### config.mk
export PLATFORM = sky130hd
export DESIGN_NAME = video_mode_sequencer
export DESIGN_NICKNAME = d
export VERILOG_FILES = /design/src/rtl/video_mode_sequencer.sv
export SDC_FILE = /design/constraint.sdc
export NUM_CORES = 1
export LEC_CHECK = 0
export CAP_MARGIN = 10
export CORE_ASPECT_RATIO = 1.25
export CORE_UTILIZATION = 25
export DETAILED_ROUTE_END_ITERATION = 8
export GPL_TIMING_DRIVEN = 0
export HOLD_SLACK_MARGIN = 0.03
export PLACE_DENSITY = 0.52
export SETUP_SLACK_MARGIN = 0.3
export SYNTH_ARGS = -nofsm -noshare
export SYNTH_HDL_FRONTEND = slang
export SYNTH_SLANG_ARGS = --single-unit
### constraint.sdc
create_clock -name clk_video -period 3.9 [get_ports clk_video]
set_input_delay 0.585 -clock clk_video [delete_from_list [all_inputs] [get_ports clk_video]]
set_output_delay 0.585 -clock clk_video [all_outputs]
set_load 0.1 [all_outputs]
### src/rtl/video_mode_sequencer.sv
// Video mode sequencer: accepts a host mode, streams the gamma LUT into the mixer
// during VBlank windows, and commits the mode registers at the start of a VBlank.
module video_mode_sequencer #(
    parameter int unsigned GAMMA_ENTRIES = 768
) (
    input  logic       clk_video,
    input  logic       reset,
    input  logic       ce_pix,
    input  logic       vblank,
    input  logic       cfg_valid,
    output logic       cfg_ready,
    input  logic [2:0] cfg_fx,
    input  logic       cfg_forced_sd,
    input  logic       cfg_gamma_en,
    output logic       rd_req,
    output logic [9:0] rd_addr,
    input  logic       rd_valid,
    input  logic [7:0] rd_data,
    output logic       gamma_wr,
    output logic [9:0] gamma_addr,
    output logic [7:0] gamma_data,
    output logic       gamma_en,
    output logic [2:0] fx,
    output logic       forced_sd,
    output logic       busy
);

    localparam logic [9:0] LAST_ADDR = 10'(GAMMA_ENTRIES - 1);

    typedef enum logic [2:0] {
        S_IDLE,
        S_WAIT_VBL,
        S_FETCH,
        S_WRITE,
        S_PAUSE,
        S_APPLY_WAIT,
        S_APPLY
    } state_t;

    state_t     state_q, state_d;
    logic [9:0] cnt_q, cnt_d;
    logic [7:0] data_q, data_d;
    logic       vbl_q, vbl_d;
    logic       ended_q, ended_d;
    logic [2:0] lat_fx_q, lat_fx_d;
    logic       lat_sd_q, lat_sd_d;
    logic       lat_gen_q, lat_gen_d;
    logic       cfg_ready_q, cfg_ready_d;
    logic       busy_q, busy_d;
    logic       rd_req_q, rd_req_d;
    logic       gamma_wr_q, gamma_wr_d;
    logic       gamma_en_q, gamma_en_d;
    logic [2:0] fx_q, fx_d;
    logic       forced_sd_q, forced_sd_d;

    logic vbl_start;
    logic vbl_end;

    assign vbl_start = ce_pix & vblank & ~vbl_q;
    assign vbl_end   = ce_pix & ~vblank & vbl_q;

    always_comb begin
        state_d     = state_q;
        cnt_d       = cnt_q;
        data_d      = data_q;
        lat_fx_d    = lat_fx_q;
        lat_sd_d    = lat_sd_q;
        lat_gen_d   = lat_gen_q;
        gamma_en_d  = gamma_en_q;
        fx_d        = fx_q;
        forced_sd_d = forced_sd_q;
        vbl_d       = ce_pix ? vblank : vbl_q;

        // Sticky "VBlank has ended" flag; a fresh VBlank start always clears it.
        if (state_q == S_IDLE)  ended_d = 1'b0;
        else if (vbl_start)     ended_d = 1'b0;
        else if (vbl_end)       ended_d = 1'b1;
        else                    ended_d = ended_q;

        case (state_q)
            S_IDLE: begin
                if (cfg_valid && cfg_ready_q) begin
                    lat_fx_d  = cfg_fx;
                    lat_sd_d  = cfg_forced_sd;
                    lat_gen_d = cfg_gamma_en;
                    cnt_d     = '0;
                    state_d   = S_WAIT_VBL;
                end
            end
            S_WAIT_VBL: begin
                if (vbl_start) begin
                    if (lat_gen_q) begin
                        gamma_en_d = 1'b0;
                        state_d    = S_FETCH;
                    end else begin
                        state_d = S_APPLY;
                    end
                end
            end
            S_FETCH: begin
                if (rd_valid) begin
                    data_d  = rd_data;
                    state_d = S_WRITE;
                end
            end
            S_WRITE: begin
                if (cnt_q == LAST_ADDR) begin
                    state_d = S_APPLY_WAIT;
                end else begin
                    cnt_d   = cnt_q + 10'd1;
                    state_d = ended_d ? S_PAUSE : S_FETCH;
                end
            end
            S_PAUSE: begin
                if (vbl_start) state_d = S_FETCH;
            end
            S_APPLY_WAIT: begin
                if (vbl_start || (vbl_q && !ended_d)) state_d = S_APPLY;
            end
            S_APPLY: begin
                fx_d        = lat_fx_q;
                forced_sd_d = lat_sd_q;
                gamma_en_d  = lat_gen_q;
                state_d     = S_IDLE;
            end
            default: state_d = S_IDLE;
        endcase

        // Status strobes are decoded from the next state so they are registered.
        cfg_ready_d = (state_d == S_IDLE);
        busy_d      = (state_d != S_IDLE);
        rd_req_d    = (state_d == S_FETCH);
        gamma_wr_d  = (state_d == S_WRITE);
    end

    always_ff @(posedge clk_video or posedge reset) begin
        if (reset) begin
            state_q     <= S_IDLE;
            cnt_q       <= '0;
            data_q      <= '0;
            vbl_q       <= 1'b0;
            ended_q     <= 1'b0;
            lat_fx_q    <= '0;
            lat_sd_q    <= 1'b0;
            lat_gen_q   <= 1'b0;
            cfg_ready_q <= 1'b1;
            busy_q      <= 1'b0;
            rd_req_q    <= 1'b0;
            gamma_wr_q  <= 1'b0;
            gamma_en_q  <= 1'b0;
            fx_q        <= '0;
            forced_sd_q <= 1'b0;
        end else begin
            state_q     <= state_d;
            cnt_q       <= cnt_d;
            data_q      <= data_d;
            vbl_q       <= vbl_d;
            ended_q     <= ended_d;
            lat_fx_q    <= lat_fx_d;
            lat_sd_q    <= lat_sd_d;
            lat_gen_q   <= lat_gen_d;
            cfg_ready_q <= cfg_ready_d;
            busy_q      <= busy_d;
            rd_req_q    <= rd_req_d;
            gamma_wr_q  <= gamma_wr_d;
            gamma_en_q  <= gamma_en_d;
            fx_q        <= fx_d;
            forced_sd_q <= forced_sd_d;
        end
    end

    assign cfg_ready  = cfg_ready_q;
    assign busy       = busy_q;
    assign rd_req     = rd_req_q;
    assign rd_addr    = cnt_q;
    assign gamma_wr   = gamma_wr_q;
    assign gamma_addr = cnt_q;
    assign gamma_data = data_q;
    assign gamma_en   = gamma_en_q;
    assign fx         = fx_q;
    assign forced_sd  = forced_sd_q;

endmodule

==> flow_summary.yaml, run 1 <==
routing:
  postRouteAntennaNets: 0
  first_pass_iters: 4
  routedWlPerCell_um: 13.18
  drc: 0
  routed_wl_mm: 4.282
  drtIter0Drc: 57
  vias: 1490
  viasPerCell: 4.585
setup_path:
  cp.required_ns: 3.31
  crit_chain: "buf_4 > clkdlybuf4s50_1"
  r2r_start: "gamma_addr[0]$_DFFE_PP0P_"
  cp-start-kind: "flop"
  reg2reg_depth: 5
  worst-path-max-fanout: 8
  critPathCaptureType: "output port"
  r2r_setup_slack_ns: 1.97
  cp.arrival_ns: 2.05
  cp-startpoint: "gamma_addr[7]$_DFFE_PP0P_"
  path_class: "reg2out"
  slowest_stage: "clkdlybuf4s50_1"
  slowest_delay_ns: 1.12
  rr_endpoint: "rd_req$_DFF_PP0_"
worst_hold_path:
  min_to: "lat_fx_q[0]$_DFFE_PP0P_"
  min_path_cells: 2
  hp-class: "reg2reg"
  min_from: "lat_fx_q[0]$_DFFE_PP0P_"
cells_and_area:
  diodes: 0
  drive_above_1_share_pct: 17.45
  synthToLayoutAreaGrowth_pct: 42.55
  layout_common_cells: "clkdlybuf4s50_1, dfrtp_1, nand2_1"
  layoutNonFillerInstCount: 325
  utilization_pct: 37.20
  final_common_cell: "clkdlybuf4s50_1"
  design_area_um2: 2611
  num-nets-final: 254
yosys:
  syn_area_um2: 1832
  syn_inst: 172
  synth_mux_area_share_pct: 9.563
  synthSimpleGateAreaFrac_pct: 22.54
  ys.flop_type: "dfrtp_1"
  synth.avg_cell_area_um2: 10.65
  syn-num-nets: 192
  yosys.area_share.xor_xnor_pct: 0.4781
  async_flop_share_pct: 100.0
  synth_seq_cells: 37
  ys_types: 45
  synth_edf_count: 0
  synthAdderAreaFrac_pct: 0.6831
  ys_seq_area_share_pct: 50.61
  yosysWarningCount: 0
  synth_top_family_by_area: "simple AND/OR/NAND/NOR gates"
  synth_compound_area_share_pct: 9.563
place:
  gp_congestion: 0.7555
  dpl_cell_area_um2: 2495
  post-dp-hpwl_mm: 3.041
  io_buffers: 55
  dp.cells: 317
global_route:
  grt_pass1_vias: 1414
  grt_first_pass_wirelength_mm: 6.996
  globalRouteOverflowTotal: 0
  grt_max_degree: 38
  grt_use_total_pct: 11.68
  grt_antenna_before_repair: 0
sta:
  period_needed_ns: 2.632
  setup_tns_ns: 0
  skew_ns: 0.005255
  grt_setup_unrepaired: "no"
  period_share_pct: 67.49
  tightest_slew_ns: 0.9875
  maxSlewHeadroom_pct: 33.96
  final-setup-viol-count: 0
  fmax_mhz: 379.9
  slew_viol_final: 0
  final_hold_viol_count: 0
clock_tree:
  cts-resized-gates: 0
  clk_pin_slew_ns: 0.07
  cts_hold_buffers: 0
  clock-sinks: 37
  cts-root-buf: "clkbuf_8"
  cts_max_path_buffers: 2
  cts_buffers: 5
  cts_tree: "done"
  insertion_delay_ns: 0.29
  htreeDepth: 2
  cts_setup_buffers: 0
floorplanning:
  die_w_um: 78.56
  row_count: 34
  start_util_pct: 26.10
  die_area_um2: 7675
  fp.dieH_um: 97.70
  core-area_um2: 7019
  ios: 56
outcome:
  status: "completed"
job:
  cap_viol_max_count: 0
==> cells in the mapped netlist, drive strengths merged (3+ instances only) <==
master | count | area, um2
nand4b | 3 | 26.28
a21oi | 5 | 28.78
nor2 | 4 | 15.01
nand2 | 29 | 108.9
nand3 | 5 | 25.02
dfrtp | 36 | 900.9
o21ai | 9 | 45.04
and3 | 4 | 25.02
mux2 | 12 | 135.1
mux2i | 4 | 40.04
nor3 | 4 | 20.02
nand2b | 4 | 25.02
inv | 3 | 11.26
buf | 15 | 108.9
nor2b | 3 | 18.77
nand3b | 3 | 35.03
==> worst max-delay path by stage <==
stage | endpoint | slack [ns] | cells after the start
6_report | rd_addr[7] | 1.27 | 2
5_1_grt | rd_addr[6] | 1.20 | 2
4_1_cts | rd_addr[7] | 1.23 | 2
3_5_place_dp | rd_addr[7] | 1.55 | 2
3_3_place_gp | busy$_DFF_PP0_ | 1.54 | 2
2_1_floorplan | gamma_addr[7]$_DFFE_PP0P_ | 1.65 | 5
==> worst max-delay path, delay by kind of cell, from the launching register on <==
kind | cells | cell delay (ns)
flip-flops | 1 | 0.49
buffers and inverters | 2 | 1.27
==> metal layers <==
layer | wire (um) | global-route usage (%)
met1 | 2008 | 15.88
met2 | 1955 | 17.53
met3 | 261 | 3.568
met4 | 57 | 3.846
met5 | 0 | 0
==> sequential cells by signal (all words and copies together) (netlist names), 3 cells and up <==
register and flops:
gamma_addr 10, lat_fx_q 3, gamma_data 8, fx 3, state_q 3
==> area by class of cell <==
| cell class | count | area, um2 |
|---|---|---|
| multi-input combinational | 117 | 784.5 |
| sequential | 37 | 927.1 |
| clock inverter | 1 | 30.03 |
| inverter | 3 | 11.26 |
| clock buffer | 7 | 86.33 |
| fill | 766 | 4408 |
| tap | 90 | 112.6 |
| timing repair buffer | 55 | 550.5 |
| buffer | 15 | 108.9 |
==> per-stage QoR <==
stage,hold WS [ns],setup slack (ns)
4_1_cts,0.4817,1.227
2_1_floorplan,0.4417,1.646
3_5_place_dp,0.4625,1.548
6_report,0.4767,1.268
3_3_place_gp,0.4587,1.545
5_1_grt,0.5181,1.204
==> kinds of logic (layout without fill, tap and decap cells) <==
family,after synthesis,after routing
xor+xnor,1,1
flops,37,37
simple gates,72,72
compound gates,27,27
buf+inv,18,81
mux,16,16
fa+ha+maj,1,1
Power of run 1 is not shown: default switching activity piles up to over one toggle a cycle in this logic, so the estimate is an artifact.
==> run 2: changes to the inputs <==
- PLACE_DENSITY: 0.52 -> 0.54
- clock period: 3.9 -> 2.4 ns (I/O delays scaled with it)
==> run 2 against run 1 <==
  * Count of clock-buffer cells in the layout shrank 2
  * Clock skew fell by 0.0013 ns
  * Hold slack worse by 0.0031 ns
  * Global-route usage about the same
  * Register-to-register slack got worse by 1.4 ns
  * Non-clock buffer count stayed put
  * Largest cell class unchanged
  * Final cell count is 0.31% lower
  * Core utilization down 0.64 points
  * Flip-flop and latch count unchanged
==> flow_summary.yaml, run 2 (synthesized netlist as in run 1, its figures left out) <==
setup_path:
  slowest_stage: "dlygate4sd2_1"
  cp.required_ns: 2.04
  path_class: "reg2out"
  cp.arrival_ns: 1.69
  path_buf_inv: 1
  critPathCaptureType: "output port"
  cp-start-kind: "flop"
  crit_chain: "dlygate4sd2_1"
  worst-path-max-fanout: 4
  crit_family: "buffers and inverters"
  slowest_delay_ns: 0.86
clock_tree:
  cts_hold_buffers: 0
  htreeDepth: 2
  clk_pin_slew_ns: 0.07
  cts_tree: "done"
  cts-root-buf: "clkbuf_8"
  cts_setup_buffers: 0
  clock-sinks: 37
  cts_buffers: 5
  cts_max_path_buffers: 2
  insertion_delay_ns: 0.28
sta:
  period_needed_ns: 2.051
  setup_slack_ns: 0.3486
  period_share_pct: 85.48
  maxSlewHeadroom_pct: 35.43
  grt_setup_unrepaired: "no"
  slew_viol_final: 0
  final-setup-viol-count: 0
  skew_ns: 0.003923
  tightest_slew_ns: 0.9724
  final_hold_viol_count: 0
  setup_tns_ns: 0
  fmax_mhz: 487.5
global_route:
  busiest_layer: "met2"
  grt_first_pass_wirelength_mm: 7.010
  globalRouteOverflowTotal: 0
  grtUsageMet1_pct: 14.43
  grt_antenna_before_repair: 0
  grt_use_total_pct: 11.70
  use_met3_pct: 2.723
  grt_pass1_vias: 1471
  grt_max_degree: 38
  grt_use_met2_pct: 19.87
place:
  gp_congestion: 0.7207
  post-dp-hpwl_mm: 3.001
  post-place-ws_ns: 0.3578
  io_buffers: 55
floorplanning:
  die_w_um: 78.56
  core-area_um2: 7019
  die_area_um2: 7675
  start_util_pct: 26.10
  row_count: 34
  fp.dieH_um: 97.70
  ios: 56
job:
  cap_viol_max_count: 0
cells_and_area:
  synthToLayoutAreaGrowth_pct: 40.10
  seq_area_um2: 935.9
  utilization_pct: 36.56
  largest_reg_flops: 10
  layout_common_cells: "dlygate4sd2_1, nand2_1, dfrtp_1"
  diodes: 0
  multi_input_area_um2: 790.8
  fillerInstances: 732
  final_common_cell: "dlygate4sd2_1"
  num-nets-final: 254
  drive_above_1_share_pct: 21.37
worst_hold_path:
  hp-class: "reg2reg"
outcome:
  status: "completed"
routing:
  routedWlPerCell_um: 12.79
  viasPerCell: 4.620
  routed_wl_mm: 4.145
  postRouteAntennaNets: 0
  vias: 1497
  first_pass_iters: 4
  drtIter0Drc: 46
  drc: 0
[run 2: layer usage]
metal | wire length [um] | part of all wire, %
met5 | 0 | 0
met4 | 55 | 1.3
met3 | 192 | 4.6
met2 | 2028 | 49
met1 | 1868 | 45
[run 2: through the flow]
| step | cell area [um2] | cells | hold slack (ns) |
|---|---|---|---|
| 3_3_place_gp | 2504 | 317 | 0.4548 |
| 3_5_place_dp | 2504 | 317 | 0.4597 |
| 6_report | 2566 | 324 | 0.4736 |
| 5_1_grt | 2566 | 324 | 0.5163 |
| 4_1_cts | 2561 | 324 | 0.4790 |
| 2_1_floorplan | 1841 | 172 | 0.4417 |
[run 2: worst paths after layout]
kind,slack [ns],end,depth (start not counted),from
worst max-delay path,0.35,cfg_ready,1,cfg_ready$_DFF_PP1_
worst min-delay path,0.47,lat_fx_q[2]$_DFFE_PP0P_,2,lat_fx_q[2]$_DFFE_PP0P_
worst min register to register,0.47,lat_fx_q[2]$_DFFE_PP0P_,2,lat_fx_q[2]$_DFFE_PP0P_
min in group asynchronous,0.54,gamma_data[6]$_DFFE_PP0P_,2,reset
max in group asynchronous,1.32,gamma_addr[6]$_DFFE_PP0P_,2,reset
worst max register to register,0.55,gamma_addr[7]$_DFFE_PP0P_,5,gamma_addr[0]$_DFFE_PP0P_
[run 2: final cells by class]
| type | instances | area share, % |
|---|---|---|
| Buffer | 15 | 4.242 |
| Tap cell | 90 | 4.388 |
| Timing Repair Buffer | 55 | 19.60 |
| Sequential cell | 37 | 36.47 |
| Clock inverter | 2 | 1.365 |
| Multi-Input combinational cell | 117 | 30.81 |
| Clock buffer | 5 | 2.682 |
| Inverter | 3 | 0.4388 |
[run 2: timing repair]
item | in CTS | in global routing
endpoints found under the setup margin | 37 | 5
pin swaps | 0 | 0
gates cloned | 0 | 0
resized for setup | 37 | 5
Power of run 2 is left out for the same reason.
==> run 3: changes to the inputs <==
- SLEW_MARGIN: unset -> 20
- TNS_END_PERCENT: unset -> 5
==> run 3 against run 2 <==
  * Core utilization rose by 1.9 points
  * First-iteration DRC count rose by 15%
  * Highest routed layer unchanged
  * Die area did not move
  * Flip-flop and latch count did not move
  * Hold slack got worse by 0.22 ns
  * Global-route usage rose by 0.13 points
  * Register-to-register slack barely moved
==> flow_summary.yaml, run 3 (synthesized netlist as in run 1, its figures left out) <==
outcome:
  status: "completed"
clock_tree:
  cts_tree: "done"
  cts_hold_buffers: 0
  cts_buffers: 5
  cts_setup_buffers: 0
  cts_max_path_buffers: 2
  clk_pin_slew_ns: 0.08
  insertion_delay_ns: 0.29
  cts-root-buf: "clkbuf_8"
  clock-sinks: 37
  htreeDepth: 2
sta:
  slew_viol_final: 0
  skew_ns: 0.005043
  final_hold_viol_count: 0
  grt_setup_unrepaired: "no"
  setup_tns_ns: 0
  maxSlewHeadroom_pct: 34.40
  period_needed_ns: 1.969
  final-setup-viol-count: 0
  fmax_mhz: 508.0
  tightest_slew_ns: 0.9824
  period_share_pct: 82.02
setup_path:
  reg2reg_depth: 5
  cp.arrival_ns: 1.61
  rr_endpoint: "gamma_addr[7]$_DFFE_PP0P_"
  cp.required_ns: 2.04
  path_buf_inv: 2
  critPathCaptureType: "output port"
  path_class: "reg2out"
  crit_family: "buffers and inverters"
  cp-start-kind: "flop"
  r2r_setup_slack_ns: 0.55
  slowest_delay_ns: 0.73
  r2r_start: "gamma_addr[0]$_DFFE_PP0P_"
  cp_num_cells: 2
  slowest_stage: "dlymetal6s2s_1"
  crit_chain: "buf_4 > dlymetal6s2s_1"
  worst-path-max-fanout: 8
floorplanning:
  fp.dieH_um: 97.70
  start_util_pct: 26.10
  row_count: 34
  core-area_um2: 7019
  die_area_um2: 7675
  die_w_um: 78.56
  ios: 56
routing:
  drtIter0Drc: 53
  routedWlPerCell_um: 13.01
  viasPerCell: 4.571
  postRouteAntennaNets: 0
  drc: 0
  first_pass_iters: 4
  routed_wl_mm: 4.241
  vias: 1490
place:
  post-dp-hpwl_mm: 3.059
  io_buffers: 55
  gp_congestion: 0.7207
job:
  cap_viol_max_count: 0
cells_and_area:
  layout_common_cells: "nand2_1, dfrtp_1, dlymetal6s2s_1"
  drive_above_1_share_pct: 25.42
  num-nets-final: 255
  largest_reg_flops: 10
  diodes: 0
  synthToLayoutAreaGrowth_pct: 47.27
global_route:
  grt_first_pass_wirelength_mm: 7.100
  grt_max_degree: 34
  grt_use_total_pct: 11.83
  grt_pass1_vias: 1454
  globalRouteOverflowTotal: 0
  grt_antenna_before_repair: 0
worst_hold_path:
  hp-class: "in2async"
-- run 3: changes by cell type in the layout (fill, tap and decap cells not counted), sizes merged --
cell and change:
dlygate4sd2 -34, dlymetal6s2s +28, buf +10, clkdlybuf4s15 -2
clkinv -1, clkinvlp +1
-- run 3: layer usage --
metal  GRT usage, %  vias to the layer above  wire, um
met5              0                        -         0
met4          3.846                        0        63
met3          3.286                        7       171
met2          19.67                       31      2149
met1          14.65                      720      1856
li1               -                      732         -
-- run 3: cell type report --
| type | count | area, um2 |
|---|---|---|
| tap | 90 | 112.6 |
| inverter | 3 | 11.26 |
| fill | 705 | 4322 |
| buffer | 15 | 108.9 |
| sequential | 37 | 935.9 |
| timing repair buffer | 56 | 618.1 |
| multi-input combinational | 117 | 790.8 |
| clock inverter | 2 | 37.54 |
| clock buffer | 6 | 82.58 |
-- run 3: how the worst max path moves through the flow --
stage / startpoint / to / slack, ns
after floorplan: gamma_addr[2]$_DFFE_PP0P_ / gamma_addr[7]$_DFFE_PP0P_ / 0.30
after global placement: reset / gamma_addr[7]$_DFFE_PP0P_ / 0.21
after detailed placement: gamma_addr[3]$_DFFE_PP0P_ / rd_addr[3] / 0.36
after CTS: gamma_addr[3]$_DFFE_PP0P_ / rd_addr[3] / 0.03
after global routing: gamma_addr[3]$_DFFE_PP0P_ / rd_addr[3] / 0.37
final: gamma_addr[3]$_DFFE_PP0P_ / rd_addr[3] / 0.43
-- run 3: timing repair --
action,4_1_cts,5_1_grt
pin swaps,0,0
endpoints found under the setup margin,37,39
gates resized for setup,1,38
gates cloned,0,0
-- run 3: per-stage QoR --
stage          hold slack, ns  util [%]  worst slack, ns  area [um2]  cells
2_1_floorplan          0.4417         -           0.2994        1841    172
3_3_place_gp           0.4548     35.67           0.2071        2504    317
3_5_place_dp           0.4597     35.95           0.3595        2524    318
4_1_cts                0.2436     37.65          0.03121        2643    326
5_1_grt                0.2490     38.43           0.3735        2698    326
6_report               0.2518     38.43           0.4315        2698    326
Power of run 3 is left out for the same reason.
